$ cat src/rtl/pipe_stage_reg.sv
// pipe_stage_reg: two-entry skid-buffered pipeline register with bubble insert, flush and stall counter
module pipe_stage_reg #(
  parameter int DATA_W = 32,
  parameter int REG_W  = 5,
  parameter int CNT_W  = 16
) (
  input  logic              clk,
  input  logic              rst_n,
  input  logic              in_valid,
  output logic              in_ready,
  input  logic              send_nop,
  input  logic              flush,
  input  logic [DATA_W-1:0] in_pc,
  input  logic [DATA_W-1:0] in_src_a,
  input  logic [DATA_W-1:0] in_src_b,
  input  logic [DATA_W-1:0] in_imm,
  input  logic [REG_W-1:0]  in_wreg,
  output logic              out_valid,
  input  logic              out_ready,
  output logic [DATA_W-1:0] out_pc,
  output logic [DATA_W-1:0] out_src_a,
  output logic [DATA_W-1:0] out_src_b,
  output logic [DATA_W-1:0] out_wdata,
  output logic [DATA_W-1:0] out_imm,
  output logic [REG_W-1:0]  out_wreg,
  output logic              out_is_nop,
  output logic [CNT_W-1:0]  stall_cnt
);
  typedef struct packed {
    logic [DATA_W-1:0] pc;
    logic [DATA_W-1:0] a;
    logic [DATA_W-1:0] b;
    logic [DATA_W-1:0] imm;
    logic [REG_W-1:0]  wreg;
    logic              nop;
  } beat_t;
  logic  m_valid, s_valid, acc, pop;
  beat_t m, s, inb;
  assign in_ready = ~s_valid;
  assign acc      = in_valid & ~s_valid;
  assign pop      = m_valid & out_ready;
  // a bubble keeps its pc so downstream can still attribute it
  always_comb begin
    inb.pc   = in_pc;
    inb.a    = send_nop ? '0 : in_src_a;
    inb.b    = send_nop ? '0 : in_src_b;
    inb.imm  = send_nop ? '0 : in_imm;
    inb.wreg = send_nop ? '0 : in_wreg;
    inb.nop  = send_nop;
  end
  always_ff @(posedge clk) begin
    if (!rst_n) begin
      m_valid   <= 1'b0;
      s_valid   <= 1'b0;
      m         <= '0;
      s         <= '0;
      stall_cnt <= '0;
    end else begin
      if (m_valid && !out_ready && !(&stall_cnt)) stall_cnt <= stall_cnt + 1'b1;
      if (flush) begin
        m_valid <= 1'b0;
        s_valid <= 1'b0;
      end else if (!m_valid || pop) begin
        m_valid <= s_valid | acc;
        if (s_valid) begin
          m       <= s;
          s_valid <= 1'b0;
        end else if (acc) begin
          m <= inb;
        end
      end else if (acc) begin
        s       <= inb;
        s_valid <= 1'b1;
      end
    end
  end
  assign out_valid  = m_valid;
  assign out_pc     = m.pc;
  assign out_src_a  = m.a;
  assign out_src_b  = m.b;
  assign out_wdata  = m.b;
  assign out_imm    = m.imm;
  assign out_wreg   = m.wreg;
  assign out_is_nop = m.nop;
endmodule

$ cat config.mk
export PLATFORM = sky130hd
export DESIGN_NAME = pipe_stage_reg
export DESIGN_NICKNAME = d
export VERILOG_FILES = /design/src/rtl/pipe_stage_reg.sv
export SDC_FILE = /design/constraint.sdc
export NUM_CORES = 1
export LEC_CHECK = 0
export CAP_MARGIN = 20
export CORE_MARGIN = 2
export CORE_UTILIZATION = 53
export DETAILED_ROUTE_END_ITERATION = 6
export GPL_ROUTABILITY_DRIVEN = 0
export PLACE_DENSITY = 0.94
export REMOVE_ABC_BUFFERS = 1
export SLEW_MARGIN = 20
export SYNTH_ARGS = -nofsm -noshare
export SYNTH_HDL_FRONTEND = slang
export SYNTH_SLANG_ARGS = --single-unit
$ cat constraint.sdc
create_clock -name clk -period 4.5 [get_ports clk]
set_input_delay 0.675 -clock clk [delete_from_list [all_inputs] [get_ports clk]]
set_output_delay 0.675 -clock clk [all_outputs]
set_load 0.02 [all_outputs]
After elaboration in Yosys (flattened, before gate mapping)
Index checks and enable logic that the tools add are counted.
{"block": "word_totals", "reg_bits": 286, "inputBits": 139, "out_inout_bits": 184, "wordCells": 41}
{"block": "classes", "add_sub_neg": 1, "n_mux": 6, "bitwise_logic": 7, "n_reduce_logical": 12}
{"operator": "$mux W134", "count": 2}
{"operator": "$mux W32", "count": 3}
{"operator": "$add A16 B1 Y16 const B", "count": 1}
{"operator": "$reduce_and A16 Y1", "count": 1}
{"operator": "$reduce_and A3 Y1", "count": 2}
{"operator": "$mux W5", "count": 1}
{"operator": "$not A1 Y1", "count": 4}
{"operator": "$logic_not A1 Y1", "count": 3}
{"operator": "$reduce_or A3 Y1", "count": 1}
{"operator": "$and A1 B1 Y1", "count": 2}
{"operator": "$logic_and A1 B1 Y1", "count": 2}
{"operator": "$reduce_bool A2 Y1", "count": 1}
{"operator": "$reduce_or A2 Y1", "count": 1}
{"operator": "$logic_or A1 B1 Y1", "count": 1}
{"operator": "$or A1 B1 Y1", "count": 1}

Longest topological paths before layout
Gate-level depths: netlist of run 1.
{"block": "logic_depth", "depth_word": 4, "mapped_depth": 8, "mapped_depth_nobuf": 5}

Least setup slack after synthesis of run 1
OpenSTA, ideal clock, no wires.
{"block": "synth_timing", "path_kind": "input to register", "from": "in out_ready", "to": "reg stall_cnt[15]", "setup_time_ns": 0.115, "arrival_time_ns": 1.732, "required_time_ns": 4.385, "path_slack_ns": 2.653, "cell_stages": 4, "n_path_buf": 0, "path_cell_list": "nand2b_1 or3_1 or4_1 and3_1"}
{"block": "synth_via", "elab_chain_len": 3}
{"element": "start, declared", "line": "19", "text": "input logic out_ready,"}
{"element": "$logic_not A1 Y1", "line": "59", "text": "if (m_valid && !out_ready && !(&stall_cnt)) stall_cnt <= stall_cnt + 1'b1;"}
{"element": "$logic_and A1 B1 Y1 (2 in a row)", "line": "59"}
{"element": "end signal, assigned", "line": "59"}
{"element": "end, declared", "line": "27", "text": "output logic [CNT_W-1:0] stall_cnt"}
No other way between the ends.
A chain may end at the register's enable or synchronous reset.

Final worst setup path of run 1
{"block": "layout_timing", "from": "reg s_valid", "to": "out in_ready"}
{"block": "layout_via", "elab_chain_len": 1}
{"element": "start, declared", "line": "37", "text": "logic m_valid, s_valid, acc, pop;"}
{"element": "start signal, assigned", "line": "54", "text": "s_valid <= 1'b0;"}
{"element": "start signal, assigned", "line": "62", "text": "s_valid <= 1'b0;"}
{"element": "start signal, assigned", "line": "67", "text": "s_valid <= 1'b0;"}
{"element": "$not A1 Y1", "line": "39", "text": "assign in_ready = ~s_valid;"}
{"element": "end, declared", "line": "10", "text": "output logic in_ready,"}
No other way between the ends.

==> results of run 1 <==
synth_stat cells (10+ instances only):
cell / instances
a211oi_1: 135
buf_2: 52
nor3b_1: 101
a21oi_1: 244
nand3b_1: 101
buf_4: 33
buf_1: 10
dfxtp_1: 286
clkbuf_1: 78
mux2i_1: 36
nand2_1: 177
nor2_1: 139
sequential cells by signal, summed over array words and instances (netlist names):
register / cells
s: 134
out_src_a: 32
out_is_nop: 1
out_pc: 32
s_valid: 1
out_imm: 32
stall_cnt: 16
out_src_b: 32
out_wreg: 5
out_valid: 1
final cells by class:
cell class	instances	area share
flip-flops and latches	286	0.3534
diodes	1	0.0001544
multi-input cells	994	0.3519
repair buffers	336	0.2090
well taps	285	0.02200
inverters	3	0.001158
clock buffers	46	0.05503
clock inverters	9	0.007409
per-stage QoR:
stage | setup slack [ps] | instance area [um^2] | util
after floorplan | -6146 | 11420 | -
after global placement | 1448 | 15200 | 0.6692
after detailed placement | 1355 | 15200 | 0.6692
after CTS | 1733 | 16210 | 0.7138
after global routing | 1673 | 16210 | 0.7139
final | 1733 | 16210 | 0.7139
kinds of logic after synthesis:
family	count (synthesis)	share of synthesized area
adder cells (fa/ha/maj)	1	0.001020
AO/OA/AOI/OAI	393	0.1892
multiplexers	36	0.02939
buffers and inverters	176	0.06929
XOR/XNOR	1	0.0007144
AND/OR/NAND/NOR	563	0.2435
flip-flops	286	0.4669
per-layer routing:
metal	GRT usage	vias up	wire [um]
met1	0.3204	5525	13480
li1	-	5490	-
met5	0	-	0
met3	0.06278	92	2773
met4	0.1053	0	1120
met2	0.4735	468	17060
power breakdown:
part	total [mW]	leakage [nW]	switching, mW	internal (mW)
logic	0.809	2.38	0.414	0.395
registers	2.68	2.33	0.0598	2.62
clock network	2.52	0.502	0.993	1.53
total	6.01	5.21	1.47	4.54
worst max-delay path by stage:
stage                             to      start  slack [ps]
after CTS                   in_ready    s_valid        1730
after detailed placement       s[20]  out_ready        1360
after global placement         s[64]  out_ready        1450
after floorplan           out_imm[0]    s_valid       -6150
after global routing        in_ready    s_valid        1670
final                       in_ready    s_valid        1730
cell usage in the layout (no fill, tap or decap), types with 2 or more instances in the layout:
| cell type | count |
|---|---|
| nor3b_1 | 101 |
| nand3b_1 | 101 |
| clkdlybuf4s50_1 | 321 |
| mux2i_1 | 36 |
| o21ai_0 | 8 |
| a211oi_1 | 135 |
| nand4_1 | 5 |
| nand2_1 | 177 |
| nor2_1 | 139 |
| clkbuf_1 | 9 |
| buf_12 | 5 |
| inv_1 | 2 |
| clkbuf_16 | 31 |
| nand3_1 | 5 |
| or4_1 | 2 |
| nand2b_1 | 5 |
| a21oi_1 | 244 |
| dfxtp_1 | 285 |
| clkinv_2 | 6 |
| bufinv_16 | 3 |
| nor3_1 | 7 |
| o31ai_1 | 3 |
| buf_4 | 10 |
| clkbuf_8 | 6 |
| and3_1 | 5 |
| or3_1 | 8 |
| nor4_1 | 2 |
critical path, cell delays in order (launching register included):
cell	delay [ps]
dfxtp_4	890
inv_1	80
clkdlybuf4s50_1	560
==> flow_summary.json, run 1 <==
{
  "multi_input_area_um2": 5704,
  "yosys.area.top_type_share": 0.4669,
  "htree_levels": 1,
  "r2r_start": "s_valid",
  "cts_tree": "yes",
  "synth-main-ff-cell": "dfxtp_1",
  "maxCapViolations": 0,
  "dpl.hpwl_um": 21140,
  "cts_buffers": 30,
  "ir_drop_mv": 0.2922,
  "setup_viol": 0,
  "nets": 1791,
  "fmax_mhz": 361.4,
  "viasPerCell": 5.906,
  "ys.warnings.count": 0,
  "avgSynthCellArea_um2": 8.422,
  "final_hold_viol_count": 0,
  "netlist_area_um2": 12260,
  "clkTransAtPathRegs_ps": 60,
  "first_iter_violations": 863,
  "hold_class": "reg -> reg",
  "min_period_over_period": 0.6149,
  "cts_sinks": 286,
  "reg2reg_setup_slack_ps": 1940,
  "drc": 0,
  "antenna_found_initial": 1,
  "regArea_um2": 5729,
  "start_kind": "flip-flop",
  "port_buffers": 322,
  "pin_count": 323,
  "postCtsSetupBuffers": 0,
  "cts_max_path_buffers": 3,
  "crit_required_ps": 3830,
  "initial_core_util": 0.5399,
  "synth_cell_types": 33,
  "period_minus_slack_ps": 2767,
  "min-delay-start": "s[48]",
  "rsz0062_at_grt": "no",
  "yosysSeqAreaShare": 0.4669,
  "status": "complete, no violations",
  "report.final.slew_viol_count": 0,
  "firstDrtPassIters": 5,
  "grt_pass1_vias": 11270,
  "drt-total-wl_um": 34440,
  "core-area_um2": 22710,
  "ff2ff_path_depth": 5,
  "powerDensity_nw_per_um2": 370.7,
  "syn_to_final_growth_pct": 32.21,
  "grt_pass1_wl_um": 54800,
  "r2r_end": "out_src_b[23]",
  "fin_skew_ps": 7.936,
  "tns_ps": 0,
  "postSynthCellCount": 1456,
  "cts_resized": 0,
  "wl_per_cell_um": 17.57,
  "power_mw": 6.010,
  "min_delay_path_depth": 2,
  "placed_cells": 1904,
  "die_w_um": 156.1,
  "clk_latency_ps": 540,
  "grt_use_total": 0.2699,
  "cts.hold.buffers_added": 0,
  "min_to": "s[48]",
  "path_class": "reg -> out",
  "synth_edf_count": 0,
  "grt_max_degree": 205,
  "num_vias": 11580,
  "async_reset_ff_frac": 0,
  "rows": 55,
  "synthTopCellsByArea": "dfxtp_1 47%, a21oi_1 10%, a211oi_1 8.3%",
  "stdcell_count": 1960,
  "dieHeight_um": 156.1,
  "ant_nets": 0,
  "overflow": 0,
  "path_max_fanout": 57,
  "cellLeakagePower_nw": 5.209,
  "cp-end-kind": "output port",
  "fillCellCount": 1627,
  "cts-root-buf": "clkbuf_16",
  "ys_seq_elements": 286,
  "arrival_ps": 2090,
  "max-slew-margin-rel": 0.3348,
  "yosys.area.top_type": "dfxtp_1",
  "fin_hold_ws_ps": 453.5,
  "dieArea_um2": 24370,
  "worst_pin_slew_ps": 997.8,
  "drive_gt1_frac": 0.03943
}
Power figures use the tool's default switching activity.
==> run 2: changes to the inputs <==
--- a/config.mk
+++ b/config.mk
@@ -7,10 +7,10 @@
 export LEC_CHECK = 0
 export CAP_MARGIN = 20
 export CORE_MARGIN = 2
-export CORE_UTILIZATION = 53
+export CORE_UTILIZATION = 44
 export DETAILED_ROUTE_END_ITERATION = 6
 export GPL_ROUTABILITY_DRIVEN = 0
-export PLACE_DENSITY = 0.94
+export PLACE_DENSITY = 0.84
 export REMOVE_ABC_BUFFERS = 1
 export SLEW_MARGIN = 20
 export SYNTH_ARGS = -nofsm -noshare
==> constraint.sdc (replaced) <==
create_clock -name clk -period 2.4 [get_ports clk]
set_input_delay 0.36 -clock clk [delete_from_list [all_inputs] [get_ports clk]]
set_output_delay 0.36 -clock clk [all_outputs]
set_load 0.02 [all_outputs]
==> run 2 against run 1 <==
Clock skew fell by 1.5 ps. Wire length fell by 2.6%. Global-route usage fell by 5.3 points. Sequential power rose by 88%. Worst setup slack got worse by 1400 ps. Critical endpoint is now stall_cnt[2]. Critical path type unchanged.
==> flow_summary.json, run 2 (synthesis results as in run 1) <==
{
  "final_cell_mix": "321 x clkdlybuf4s50_1, 285 x dfxtp_1, 244 x a21oi_1, 177 x nand2_1, 139 x nor2_1",
  "tns_ps": 0,
  "drive_gt1_frac": 0.04920,
  "first_iter_violations": 937,
  "drt-total-wl_um": 33550,
  "postCtsSetupBuffers": 0,
  "nets": 1812,
  "reg2reg_setup_slack_ps": 470,
  "grt_max_degree": 121,
  "wl_per_cell_um": 16.25,
  "min_to": "s[0]",
  "worst_pin_slew_ps": 666.3,
  "stdcell_count": 2065,
  "syn_to_final_growth_pct": 34.39,
  "fmax_mhz": 493.7,
  "period_minus_slack_ps": 2026,
  "num_vias": 11350,
  "final_hold_viol_count": 0,
  "status": "complete, no violations",
  "grt_pass1_vias": 10800,
  "min-delay-start": "send_nop",
  "cts_resized": 0,
  "dieArea_um2": 29220,
  "placed_cells": 2019,
  "crit_required_ps": 2040,
  "placed_cell_area_um2": 15620,
  "htree_levels": 1,
  "cellLeakagePower_nw": 5.287,
  "cp_slowest_cell": "clkdlybuf4s50_1",
  "cts.hold.buffers_added": 0,
  "arrival_ps": 1670,
  "crit_chain": "clkdlybuf4s50_1",
  "r2r_end": "stall_cnt[14]",
  "drc": 0,
  "max-slew-margin-rel": 0.5558,
  "fin_hold_ws_ps": 308.2,
  "antenna_found_initial": 0,
  "power_mw": 10.74,
  "viasPerCell": 5.496,
  "antennaDiodeCount": 0,
  "setup_viol": 0,
  "path_max_fanout": 9,
  "cts-root-buf": "clkbuf_16",
  "ant_nets": 0,
  "cts_buffers": 29,
  "grt_use_met2": 0.3733,
  "cts_tree": "yes",
  "grtUsageMet1": 0.2723,
  "use_met3": 0.04488,
  "ir_drop_mv": 0.3773,
  "min_period_over_period": 0.8440,
  "clkTransAtPathRegs_ps": 60,
  "min_delay_path_depth": 3,
  "overflow": 0,
  "clk_latency_ps": 530,
  "finalInstanceArea_um2": 16480,
  "ff2ff_path_depth": 5,
  "path_class": "reg -> out",
  "pin_count": 323,
  "rsz0062_at_grt": "no",
  "maxCapViolations": 0,
  "slowest_delay_ps": 660,
  "fin_skew_ps": 6.446,
  "initial_core_util": 0.4438,
  "cp-end-kind": "output port",
  "final_common_cell": "clkdlybuf4s50_1",
  "regMostFlops": "s",
  "cts_sinks": 286,
  "crit_buf_inv": 1,
  "powerDensity_nw_per_um2": 652.0,
  "die_w_um": 170.9,
  "port_buffers": 322,
  "grt_pass1_wl_um": 52950,
  "core-area_um2": 27630,
  "report.final.slew_viol_count": 0,
  "start_kind": "flip-flop",
  "firstDrtPassIters": 6,
  "gr-max-usage-layer": "met2",
  "critPathTopFamily": "buffers and inverters",
  "grt_use_total": 0.2166,
  "largest_reg_flops": 134,
  "dpl.hpwl_um": 21340,
  "hold_class": "in -> reg",
  "rows": 61,
  "cts_max_path_buffers": 3,
  "r2r_start": "stall_cnt[0]",
  "dieHeight_um": 170.9
}
==> run 2: how the worst max path moves through the flow <==
stage,start,end,slack (ps),cells past startpoint
after floorplan,s_valid,out_imm[0],-8250,3
after global placement,in_valid,out_src_a[28],250,6
after detailed placement,in_valid,out_src_b[2],170,6
after CTS,stall_cnt[2],stall_cnt[2],340,1
after global routing,stall_cnt[1],stall_cnt[14],270,5
final,stall_cnt[2],stall_cnt[2],370,1
==> run 2: power breakdown <==
part,internal [mW],total [mW],switching (mW)
Sequential,4.91,5.03,0.114
Combinational,0.776,1.55,0.771
Clock,2.37,4.17,1.80
==> run 2: final cells by class <==
class                   instances  area [um^2]
multi-input cells             994         5704
well taps                     378        473.0
flip-flops and latches        286         5729
repair buffers                358         3691
fillers                      2366        11150
clock buffers                  40        827.0
inverters                       3        18.77
clock inverters                 6        35.03
==> run 2: per-stage QoR <==
| stage | utilization | setup slack (ps) |
|---|---|---|
| 5_1_grt | 0.5964 | 270.2 |
| 3_3_place_gp | 0.5652 | 251.2 |
| 3_5_place_dp | 0.5652 | 165.9 |
| 2_1_floorplan | - | -8246 |
| 6_report | 0.5964 | 374.5 |
| 4_1_cts | 0.5964 | 342.5 |
==> run 2: per-layer routing <==
layer  wire, um  vias to the layer above
li1           -                     5518
met1      14190                     5389
met2      16100                      387
met3       2416                       55
met4        845                        0
met5          0                        -
==> run 3: changes to the inputs <==
==> constraint.sdc (replaced) <==
create_clock -name clk -period 1.6 [get_ports clk]
set_input_delay 0.24 -clock clk [delete_from_list [all_inputs] [get_ports clk]]
set_output_delay 0.24 -clock clk [all_outputs]
set_load 0.02 [all_outputs]
==> run 3 against run 2 <==
The run now ends with negative setup slack left. Sequential share of layout area is 2.7 points lower. Global-route usage grew 2.8 points. Die area is the same. Combinational power is 62% higher. Design area grew 8.8%. Non-clock buffer count grew 95. Cell count up 5.0%. Highest routed layer unchanged.
==> flow_summary.json, run 3 (synthesis results as in run 1) <==
{
  "status": "finished, violations left",
  "violations": "negative setup slack",
  "switching_share": 0.2566,
  "clkTransAtPathRegs_ps": 60,
  "start_kind": "flip-flop",
  "clkPwrFrac": 0.406,
  "rows": 61,
  "maxCapViolations": 0,
  "pwr-share-comb": 0.149,
  "antennaDiodeCount": 0,
  "cts_buffers": 30,
  "rsz0062_at_grt": "yes",
  "min-delay-start": "send_nop",
  "max-slew-margin-rel": 0.7248,
  "dieHeight_um": 170.9,
  "report.final.slew_viol_count": 0,
  "syn_to_final_growth_pct": 46.22,
  "setup_viol": 2,
  "ant_nets": 0,
  "num_vias": 12170,
  "clk_latency_ps": 540,
  "p_sw_mw": 4.336,
  "port_buffers": 322,
  "layout_setup_ws_ps": -8.243,
  "ir_drop_mv": 0.8006,
  "crit_chain": "ha_4 -> buf_4 -> and3_1 -> o2111ai_1 -> or3_1 -> a21oi_1",
  "powerDensity_nw_per_um2": 942.6,
  "path_class": "reg -> reg",
  "drive_gt1_frac": 0.1552,
  "largest_reg_flops": 134,
  "initial_core_util": 0.4438,
  "dieArea_um2": 29220,
  "cts_max_path_buffers": 3,
  "viasPerCell": 5.613,
  "hold_class": "in -> reg",
  "htree_levels": 1,
  "r2r_start": "stall_cnt[0]",
  "dpl.hpwl_um": 24280,
  "core-area_um2": 27630,
  "cp_slowest_cell": "dfxtp_4",
  "first_iter_violations": 875,
  "fmax_mhz": 621.8,
  "drt-total-wl_um": 38040,
  "final_common_cell": "dfxtp_1",
  "cts_tree": "yes",
  "nets": 1908,
  "grt_pass1_vias": 11840,
  "wl_per_cell_um": 17.54,
  "antenna_found_initial": 0,
  "firstDrtPassIters": 5,
  "cts-root-buf": "clkbuf_16",
  "final_hold_viol_count": 0,
  "tns_ps": -9.174,
  "critPathTopFamily": "simple AND/OR/NAND/NOR gates",
  "cts.hold.buffers_added": 0,
  "final_core_util": 0.6489,
  "fin_skew_ps": 9.313,
  "internal_power_mw": 12.56,
  "overflow": 0,
  "crit_required_ps": 2070,
  "slowest_delay_ps": 380,
  "die_w_um": 170.9,
  "crit_buf_inv": 1,
  "cp-end-kind": "flip-flop",
  "cts_sinks": 286,
  "grt_use_total": 0.2444,
  "period_minus_slack_ps": 1608,
  "worst_pin_slew_ps": 412.8,
  "regMostFlops": "s",
  "grt_max_degree": 101,
  "final_cell_mix": "274 x dfxtp_1, 244 x a21oi_1, 177 x nand2_1, 174 x dlygate4sd2_1, 137 x clkdlybuf4s50_1",
  "grt_pass1_wl_um": 58700,
  "min_period_over_period": 1.005,
  "cellLeakagePower_nw": 6.763,
  "pin_count": 323,
  "path_max_fanout": 4,
  "pwr-share-seq": 0.445,
  "arrival_ps": 2080,
  "startpoint": "stall_cnt[0]",
  "drc": 0,
  "power_mw": 16.90
}
## run 3: cell count changes in the layout (fill, tap and decap cells not counted), sizes merged, moves of 2 or more
| cell | previous run | this run |
|---|---|---|
| clkdlybuf4s15 | 0 | 5 |
| bufbuf | 0 | 2 |
| clkinv | 4 | 10 |
| clkdlybuf4s50 | 321 | 137 |
| dlygate4sd2 | 0 | 174 |
| buf | 37 | 131 |
| clkbuf | 40 | 46 |
## run 3: layout make-up
type / instances / area (um^2)
Tap cell: 378 / 473.0
Multi-Input combinational cell: 994 / 6072
Sequential cell: 286 / 5756
Fill cell: 2142 / 9699
Clock inverter: 13 / 96.34
Inverter: 3 / 18.77
Timing Repair Buffer: 453 / 4627
Clock buffer: 42 / 887.1
## run 3: worst paths after layout
path,to,slack [ps],cells after the start
worst max-delay path,stall_cnt[10],-8,6
worst min-delay path,s[11],150,3
worst max register to register,stall_cnt[10],-8,6
worst min register to register,s[48],450,2
## run 3: metrics by stage
| stage | hold slack [ps] | instances | cell area, um^2 | setup WS [ps] |
|---|---|---|---|---|
| after global placement | 440.1 | 2102 | 16450 | -305.4 |
| after floorplan | 376.0 | 1283 | 11420 | -9046 |
| final | 145.6 | 2169 | 17930 | -8.243 |
| after CTS | 118.4 | 2171 | 17640 | -50.62 |
| after global routing | 148.3 | 2169 | 17930 | -75.05 |
| after detailed placement | 446.3 | 2102 | 16450 | -371.3 |
## run 3: power by group through the flow
stage / combinational, mW / clock [mW] / sequential [mW]
after global placement: 2.38 / 0 / 7.68
after CTS: 2.41 / 6.95 / 7.53
after detailed placement: 2.43 / 0 / 7.69
after global routing: 2.68 / 7.26 / 7.55
final: 2.51 / 6.86 / 7.53
after floorplan: 0.744 / 0 / 8.01
## run 3: repair_timing
| item | 4_1_cts | 5_1_grt |
|---|---|---|
| resized for setup | 227 | 93 |
| endpoints found under the setup margin | 220 | 151 |
| buffers inserted | 9 | 0 |
| cloned | 6 | 1 |
| pin swaps | 10 | 20 |
## run 3: worst reg2reg max path: cells and delay by family (launching register included)
family | cells | cell delay (ps)
flip-flops | 1 | 380
AO/OA/AOI/OAI | 2 | 350
buffers and inverters | 1 | 120
adder cells (fa/ha/maj) | 1 | 140
AND/OR/NAND/NOR | 2 | 540
## run 3: per-layer routing
metal	part of all wire	global-route usage	vias up
met4	0.041	0.1076	0
met3	0.072	0.04164	131
li1	-	-	5737
met1	0.40	0.2982	5758
met5	0	0	-
met2	0.49	0.4233	548
